**src/rtl/real_div.sv**
```systemverilog
// real_div: iterative IEEE754 divider, radix-2 restoring, one quotient bit per cycle.
// Truncating by default; define REAL_DIV_RNE_EN for round-to-nearest-even.
module real_div #(
   parameter int EXP_W  = 11,
   parameter int MANT_W = 52,
   parameter int WIDTH  = 64
) (
   input  logic             clk,
   input  logic             reset,
   input  logic             in_valid,
   output logic             in_ready,
   input  logic [WIDTH-1:0] op_a,
   input  logic [WIDTH-1:0] op_b,
   output logic             out_valid,
   input  logic             out_ready,
   output logic [WIDTH-1:0] res,
   output logic [4:0]       flags
);
   localparam int EW = EXP_W + 2;
   localparam int QW = MANT_W + 3;
   localparam int RW = MANT_W + 2;
   localparam int CW = $clog2(QW + 1);
   localparam logic [EXP_W-1:0] EMAX = '1;
   localparam logic signed [EW-1:0] BIAS = EW'((2 ** (EXP_W - 1)) - 1);
   localparam logic signed [EW-1:0] EOVF = {2'b00, EMAX};
   localparam logic signed [EW-1:0] EZERO = '0;
   localparam logic [WIDTH-1:0] QNAN = {1'b0, EMAX, 1'b1, {(MANT_W-1){1'b0}}};

   if (WIDTH != 1 + EXP_W + MANT_W) begin : g_bad_width
      $error("real_div: WIDTH must equal 1+EXP_W+MANT_W");
   end

   typedef enum logic [2:0] {IDLE, UNPACK, DIVIDE, NORM, DONE} state_t;

   state_t                 state_q, state_d;
   logic [WIDTH-1:0]       a_q, a_d, b_q, b_d, res_q, res_d;
   logic [4:0]             flags_q, flags_d;
   logic                   sign_q, sign_d, spec_q, spec_d;
   logic [RW-1:0]          rem_q, rem_d;
   logic [MANT_W:0]        mb_q, mb_d;
   logic [QW-1:0]          q_q, q_d;
   logic [CW-1:0]          cnt_q, cnt_d;
   logic signed [EW-1:0]   e_q, e_d;

   logic [EXP_W-1:0]       ea, eb;
   logic [MANT_W-1:0]      fa, fb;
   logic                   za, zb, ia, ib, na, nb, sgn;
   logic                   ge;
   logic [RW-1:0]          diff;
   logic                   top, g, s, carry, ovf, unf;
   logic [MANT_W-1:0]      frac_n, frac_r;
   logic signed [EW-1:0]   e_n, e_r;

   assign ea  = a_q[WIDTH-2 -: EXP_W];
   assign eb  = b_q[WIDTH-2 -: EXP_W];
   assign fa  = a_q[MANT_W-1:0];
   assign fb  = b_q[MANT_W-1:0];
   assign za  = ea == '0;
   assign zb  = eb == '0;
   assign ia  = ea == EMAX && fa == '0;
   assign ib  = eb == EMAX && fb == '0;
   assign na  = ea == EMAX && fa != '0;
   assign nb  = eb == EMAX && fb != '0;
   assign sgn = a_q[WIDTH-1] ^ b_q[WIDTH-1];

   assign ge   = rem_q >= {1'b0, mb_q};
   assign diff = ge ? rem_q - {1'b0, mb_q} : rem_q;

   // Quotient is in [0.5, 2): a clear top bit means one extra normalising shift.
   assign top    = q_q[QW-1];
   assign frac_n = top ? q_q[QW-2:2] : q_q[QW-3:1];
   assign g      = top ? q_q[1] : q_q[0];
   assign s      = (top & q_q[0]) | (rem_q != '0);
   assign e_n    = top ? e_q : e_q - EW'(1);
`ifdef REAL_DIV_RNE_EN
   assign {carry, frac_r} = {1'b0, frac_n} + {{MANT_W{1'b0}}, g & (s | frac_n[0])};
`else
   assign carry  = 1'b0;
   assign frac_r = frac_n;
`endif
   assign e_r = e_n + EW'(carry);
   assign ovf = e_r >= EOVF;
   assign unf = e_r <= EZERO;

   always_comb begin
      state_d = state_q;
      a_d     = a_q;
      b_d     = b_q;
      res_d   = res_q;
      flags_d = flags_q;
      sign_d  = sign_q;
      spec_d  = spec_q;
      rem_d   = rem_q;
      mb_d    = mb_q;
      q_d     = q_q;
      cnt_d   = cnt_q;
      e_d     = e_q;
      case (state_q)
         IDLE: if (in_valid) begin
            a_d     = op_a;
            b_d     = op_b;
            state_d = UNPACK;
         end
         UNPACK: begin
            sign_d  = sgn;
            spec_d  = 1'b1;
            state_d = NORM;
            flags_d = '0;
            if (na | nb | (za & zb) | (ia & ib)) begin
               res_d   = QNAN;
               flags_d = 5'b10000;
            end else if (ia) begin
               res_d = {sgn, EMAX, {MANT_W{1'b0}}};
            end else if (zb) begin
               res_d   = {sgn, EMAX, {MANT_W{1'b0}}};
               flags_d = 5'b01000;
            end else if (za | ib) begin
               res_d = {sgn, {(WIDTH-1){1'b0}}};
            end else begin
               spec_d  = 1'b0;
               state_d = DIVIDE;
               rem_d   = {2'b01, fa};
               mb_d    = {1'b1, fb};
               q_d     = '0;
               cnt_d   = CW'(QW);
               e_d     = $signed({2'b00, ea}) - $signed({2'b00, eb}) + BIAS;
            end
         end
         DIVIDE: begin
            rem_d = diff << 1;
            q_d   = {q_q[QW-2:0], ge};
            cnt_d = cnt_q - CW'(1);
            if (cnt_q == CW'(1)) state_d = NORM;
         end
         // Specials also pass through here so both paths share the DONE entry.
         NORM: begin
            state_d = DONE;
            if (!spec_q) begin
               res_d   = ovf ? {sign_q, EMAX, {MANT_W{1'b0}}} :
                         unf ? {sign_q, {(WIDTH-1){1'b0}}} :
                               {sign_q, e_r[EXP_W-1:0], frac_r};
               flags_d = ovf ? 5'b00101 : unf ? 5'b00011 : {4'b0000, g | s};
            end
         end
         DONE: if (out_ready) state_d = IDLE;
         default: state_d = IDLE;
      endcase
   end

   always_ff @(posedge clk) begin
      if (reset) begin
         state_q <= IDLE;
         res_q   <= '0;
         flags_q <= '0;
         a_q     <= '0;
         b_q     <= '0;
         sign_q  <= 1'b0;
         spec_q  <= 1'b0;
         rem_q   <= '0;
         mb_q    <= '0;
         q_q     <= '0;
         cnt_q   <= '0;
         e_q     <= '0;
      end else begin
         state_q <= state_d;
         res_q   <= res_d;
         flags_q <= flags_d;
         a_q     <= a_d;
         b_q     <= b_d;
         sign_q  <= sign_d;
         spec_q  <= spec_d;
         rem_q   <= rem_d;
         mb_q    <= mb_d;
         q_q     <= q_d;
         cnt_q   <= cnt_d;
         e_q     <= e_d;
      end
   end

   assign in_ready  = state_q == IDLE && !reset;
   assign out_valid = state_q == DONE;
   assign res       = res_q;
   assign flags     = flags_q;
endmodule

```
**config.mk**
```make
export PLATFORM = sky130hd
export DESIGN_NAME = real_div
export DESIGN_NICKNAME = d
export VERILOG_FILES = /design/src/rtl/real_div.sv
export SDC_FILE = /design/constraint.sdc
export NUM_CORES = 1
export LEC_CHECK = 0
export ABC_AREA = 0
export CAP_MARGIN = 25
export CORE_ASPECT_RATIO = 1.4
export CORE_MARGIN = 10
export CORE_UTILIZATION = 54
export CTS_BUF_LIST = sky130_fd_sc_hd__clkbuf_4 sky130_fd_sc_hd__clkbuf_8
export DETAILED_ROUTE_END_ITERATION = 10
export GPL_TIMING_DRIVEN = 1
export PLACE_DENSITY = 0.75
export SLEW_MARGIN = 20
export SYNTH_ARGS = -nofsm -noshare
export SYNTH_HDL_FRONTEND = slang
export SYNTH_SLANG_ARGS = --single-unit
```
**constraint.sdc**
```tcl
create_clock -name clk -period 3.1 [get_ports clk]
set_input_delay 0.465 -clock clk [delete_from_list [all_inputs] [get_ports clk]]
set_output_delay 0.465 -clock clk [all_outputs]
set_load 0.005 [all_outputs]
```
==> summary.md <==
| Metric | Value |
|---|---|
| Worst reg2reg setup slack | `roughly 0.08 ns` |
| Crit path to | `e_q[8]` |
| Switching pwr | `0.0116 W` |
| Largest net degree at the start of global routing | `between 100 and 150` |
| Die footprint | `around 46,000 um^2` |
| Outcome | `completed` |
| Sequential share of the synthesized area | `0.379` |
| P&R area growth vs syn | `28.1%` |
| Worst endpoint data arrival time | `roughly 3.6 ns` |
| FF-to-FF path depth | `14` |
| Total CTS buffers | `a little under 60` |
| Synth cell types | `85` |
| WHS | `roughly 0.19 ns` |
| Critical path startpoint | `a_q[52]` |
| Final #Nets | `about 3,100` |
| Core area | `~37,000 um^2` |
| Wirelength per Cell | `around 20 um` |
| Share of power burned in registers | `0.223` |
| Aggregate global routing overflow | `0` |
| CP endpoint kind | `flop` |
| Final Util | `0.704` |
| Routed WL | `between 60,000 and 70,000 um` |
| Pwr Density | `about 1000 nW/um^2` |
| Final setup TNS | `0 ns` |
| Asr flop ratio synth | `0` |
| Synthesized area | `20,200 um^2` |
| Number of routed nets with antenna violations | `0` |
| #FFs+latches synth | `383` |
| Startpoint of the worst-slack reg-to-reg timing path | `a_q[52]` |
| Most instantiated library cell after synthesis | `nand2_1` |
| Combinational share of power | `0.607` |
| CP Class | `reg2reg` |
| Startpoint class of the critical path | `flop` |
| Max Freq | `roughly 0.33 GHz` |
| Peak VDD IR | `roughly 670 uV` |
| DP HPWL | `48,400 um` |
| DR iter-0 viols | `between 1,000 and 1,500` |
| Switching portion of total power | `0.430` |
| Leakage | `just under 10 nW` |
| Pwr Total | `0.0270 W` |
| Final-report setup violation count | `0` |
| Syn. warnings | `0` |
| Fill cells | `between 3,000 and 4,000` |
| Port Buffers | `around 200` |
| Clock network fraction of total power | `0.171` |
| Pins Over Slew Limit | `0` |
| Total track usage | `0.278` |
| Share of the synthesized area in the top cell type | `0.379` |
| Pre-antenna DRT Iters | `6` |
| GPL Wtd Cong | `0.960` |
| Synth area leaders | `dfxtp_1 38%, nand2_1 9.5%, a21oi_1 8.0%, ha_1 4.2%, nor2_1 3.0%` |
| Synth Instances | `2,594` |
| Period utilization | `0.975` |
| Inst Count DP | `~3,300` |
| Synth Flop Type | `dfxtp_1` |
| Clk buf depth | `3` |
| Layout Skew | `~0.023 ns` |
| Die W | `around 180 um` |
| Root Buffer | `clkbuf_8` |
| Slew at the pin closest to its max-slew limit | `roughly 0.94 ns` |
| Max_cap viols | `0` |
| Chip Height | `about 250 um` |
| Normalized max-slew margin | `0.370` |
| Syn Area/Cell | `roughly 8 um^2` |
| Net count after synthesis | `about 2,800` |
| CTS tree | `done` |
| Layout Cells excl Fill | `around 3,400` |
| Clock latency on the worst-skew pair | `0.65 ns` |
| Top post-synthesis cells by count | `514 x nand2_1, 383 x dfxtp_1, 324 x a21oi_1` |
| Vias per cell | `5.93` |
| Share of cells above drive strength 1 | `0.187` |
| Number of global-route vias before repair | `slightly below 20,000` |
| Synth area leader | `dfxtp_1` |
| RR Endpoint | `e_q[8]` |
| EDFF count, synth | `0` |
| First-pass GRT wire length | `between 100,000 and 150,000 um` |
| Clock transition at the registers of the reported paths | `roughly 0.070 ns` |
| H-tree depth | `2` |
| Min Tclk post-route | `~3.0 ns` |
| Hold WC Path Type | `in2reg` |
| Int Pwr | `0.0154 W` |
| Required @ worst endpoint | `around 3.7 ns` |
| Initial antenna violation count | `2` |
| CP max FO | `3` |
| # DRC | `0` |
| # rows | `83` |
| Starting Density | `0.549` |
| I/O pin count | `between 200 and 250` |
| Via count | `between 20,000 and 25,000` |
| Clk sinks | `approximately 380` |
| Final Hold Vio Count | `0` |
-- registers in the layout, indices dropped and copies added, names as in the netlist --
signal and count:
flags 5, spec_q 1, state_q 3, e_q 13, res 64, sign_q 1, a_q 64, b_q 64
rem_q 54, mb_q 53, q_q 55, cnt_q 6
-- layer usage --
layer	GRT usage	routed length [um]	up-vias
li1	-	-	9819
met5	0	0	-
met1	0.318	26000	9551
met3	0.0373	3510	197
met2	0.492	33900	689
met4	0.138	3580	0
-- worst min-delay path by stage --
stage          startpoint  endpoint  cells after the start
5_1_grt             reset   a_q[44]                      2
3_5_place_dp      res[38]   res[38]                      2
2_1_floorplan    mb_q[52]  mb_q[52]                      2
4_1_cts             reset  rem_q[0]                      2
6_report            reset   a_q[53]                      2
3_3_place_gp      res[10]   res[10]                      2
-- logic make-up after synthesis --
logic type	Yosys count	synth area share
buf+inv	278	0.0558
fa+ha+maj	70	0.0440
compound gates	690	0.211
flops	383	0.379
simple gates	1040	0.245
mux	70	0.0380
xor+xnor	63	0.0273
-- power groups by stage --
stage | clock [W] | sequential, W | combinational [W]
3_3_place_gp | 0 | 0.00606 | 0.0139
3_5_place_dp | 0 | 0.00607 | 0.0140
2_1_floorplan | 0 | 0.00590 | 0.00871
5_1_grt | 0.00489 | 0.00606 | 0.0176
6_report | 0.00460 | 0.00601 | 0.0164
4_1_cts | 0.00465 | 0.00597 | 0.0147
-- placed cells by master, fill, tap and decap left out, types with 10 or more instances in the layout --
cell | Yosys | routed
a21oi_2 | 0 | 13
ha_4 | 0 | 14
nor4_1 | 56 | 53
xor2_1 | 27 | 27
nand4_1 | 37 | 37
o31ai_1 | 15 | 11
mux2i_1 | 16 | 16
mux2_2 | 54 | 54
a31oi_1 | 27 | 26
xnor2_1 | 36 | 36
a21o_1 | 17 | 17
dfxtp_1 | 383 | 375
o21a_1 | 13 | 13
nor3_1 | 60 | 56
clkdlybuf4s50_1 | 0 | 201
nand3_1 | 45 | 44
buf_12 | 0 | 16
inv_1 | 94 | 91
nand2b_1 | 11 | 11
a211oi_1 | 24 | 22
nor2_1 | 164 | 159
o41ai_1 | 11 | 10
o221ai_1 | 10 | 10
o21ai_0 | 79 | 72
and3_1 | 11 | 11
clkbuf_8 | 0 | 74
ha_1 | 68 | 49
o22ai_1 | 11 | 11
nand3_2 | 50 | 51
a22oi_1 | 69 | 67
nand2_1 | 514 | 512
or3_1 | 26 | 26
and2_1 | 13 | 12
a21oi_1 | 324 | 311
o21bai_1 | 17 | 17
o211ai_1 | 10 | 10
buf_4 | 2 | 206
clkbuf_4 | 0 | 16
-- stage by stage --
step / instance area, um^2 / setup slack (ns)
finish: 25900 / 0.0787
global route: 25900 / -0.0336
CTS: 25300 / 0.00638
detailed placement: 23900 / -0.146
global placement: 23900 / -0.107
floorplan: 20200 / 0.00154
-- cell type report --
| class | count | area, um^2 | area share |
|---|---|---|---|
| multi-input combinational | 1934 | 12000 | 0.461 |
| inverter | 94 | 353 | 0.0136 |
| sequential | 383 | 7680 | 0.296 |
| tap | 467 | 584 | 0.0225 |
| timing repair buffer | 432 | 4050 | 0.156 |
| antenna | 2 | 5.00 | 0.000193 |
| clock buffer | 90 | 1140 | 0.0439 |
| clock inverter | 15 | 169 | 0.00651 |
-- critical path, stage by stage, from the launching register on --
cell and delay [ns]:
dfxtp_2 0.32, inv_2 0.04, ha_2 0.17, inv_2 0.04, fa_2 0.36, a21o_1 0.17, a21oi_2 0.15, o21bai_1 0.12
a2111oi_2 0.40, buf_4 0.19, o21ai_1 0.06, nor2b_4 0.16, buf_6 0.14, or4_4 0.49, a31oi_1 0.14
-- timing repair --
item	in CTS	in global routing
endpoints found under the hold margin	0	0
pin swaps	10	36
setup buffers	6	18
gates cloned	1	3
hold buffers	0	0
setup endpoints to repair	19	84
gates resized for setup	18	85
Power figures use the tool's default switching activity.
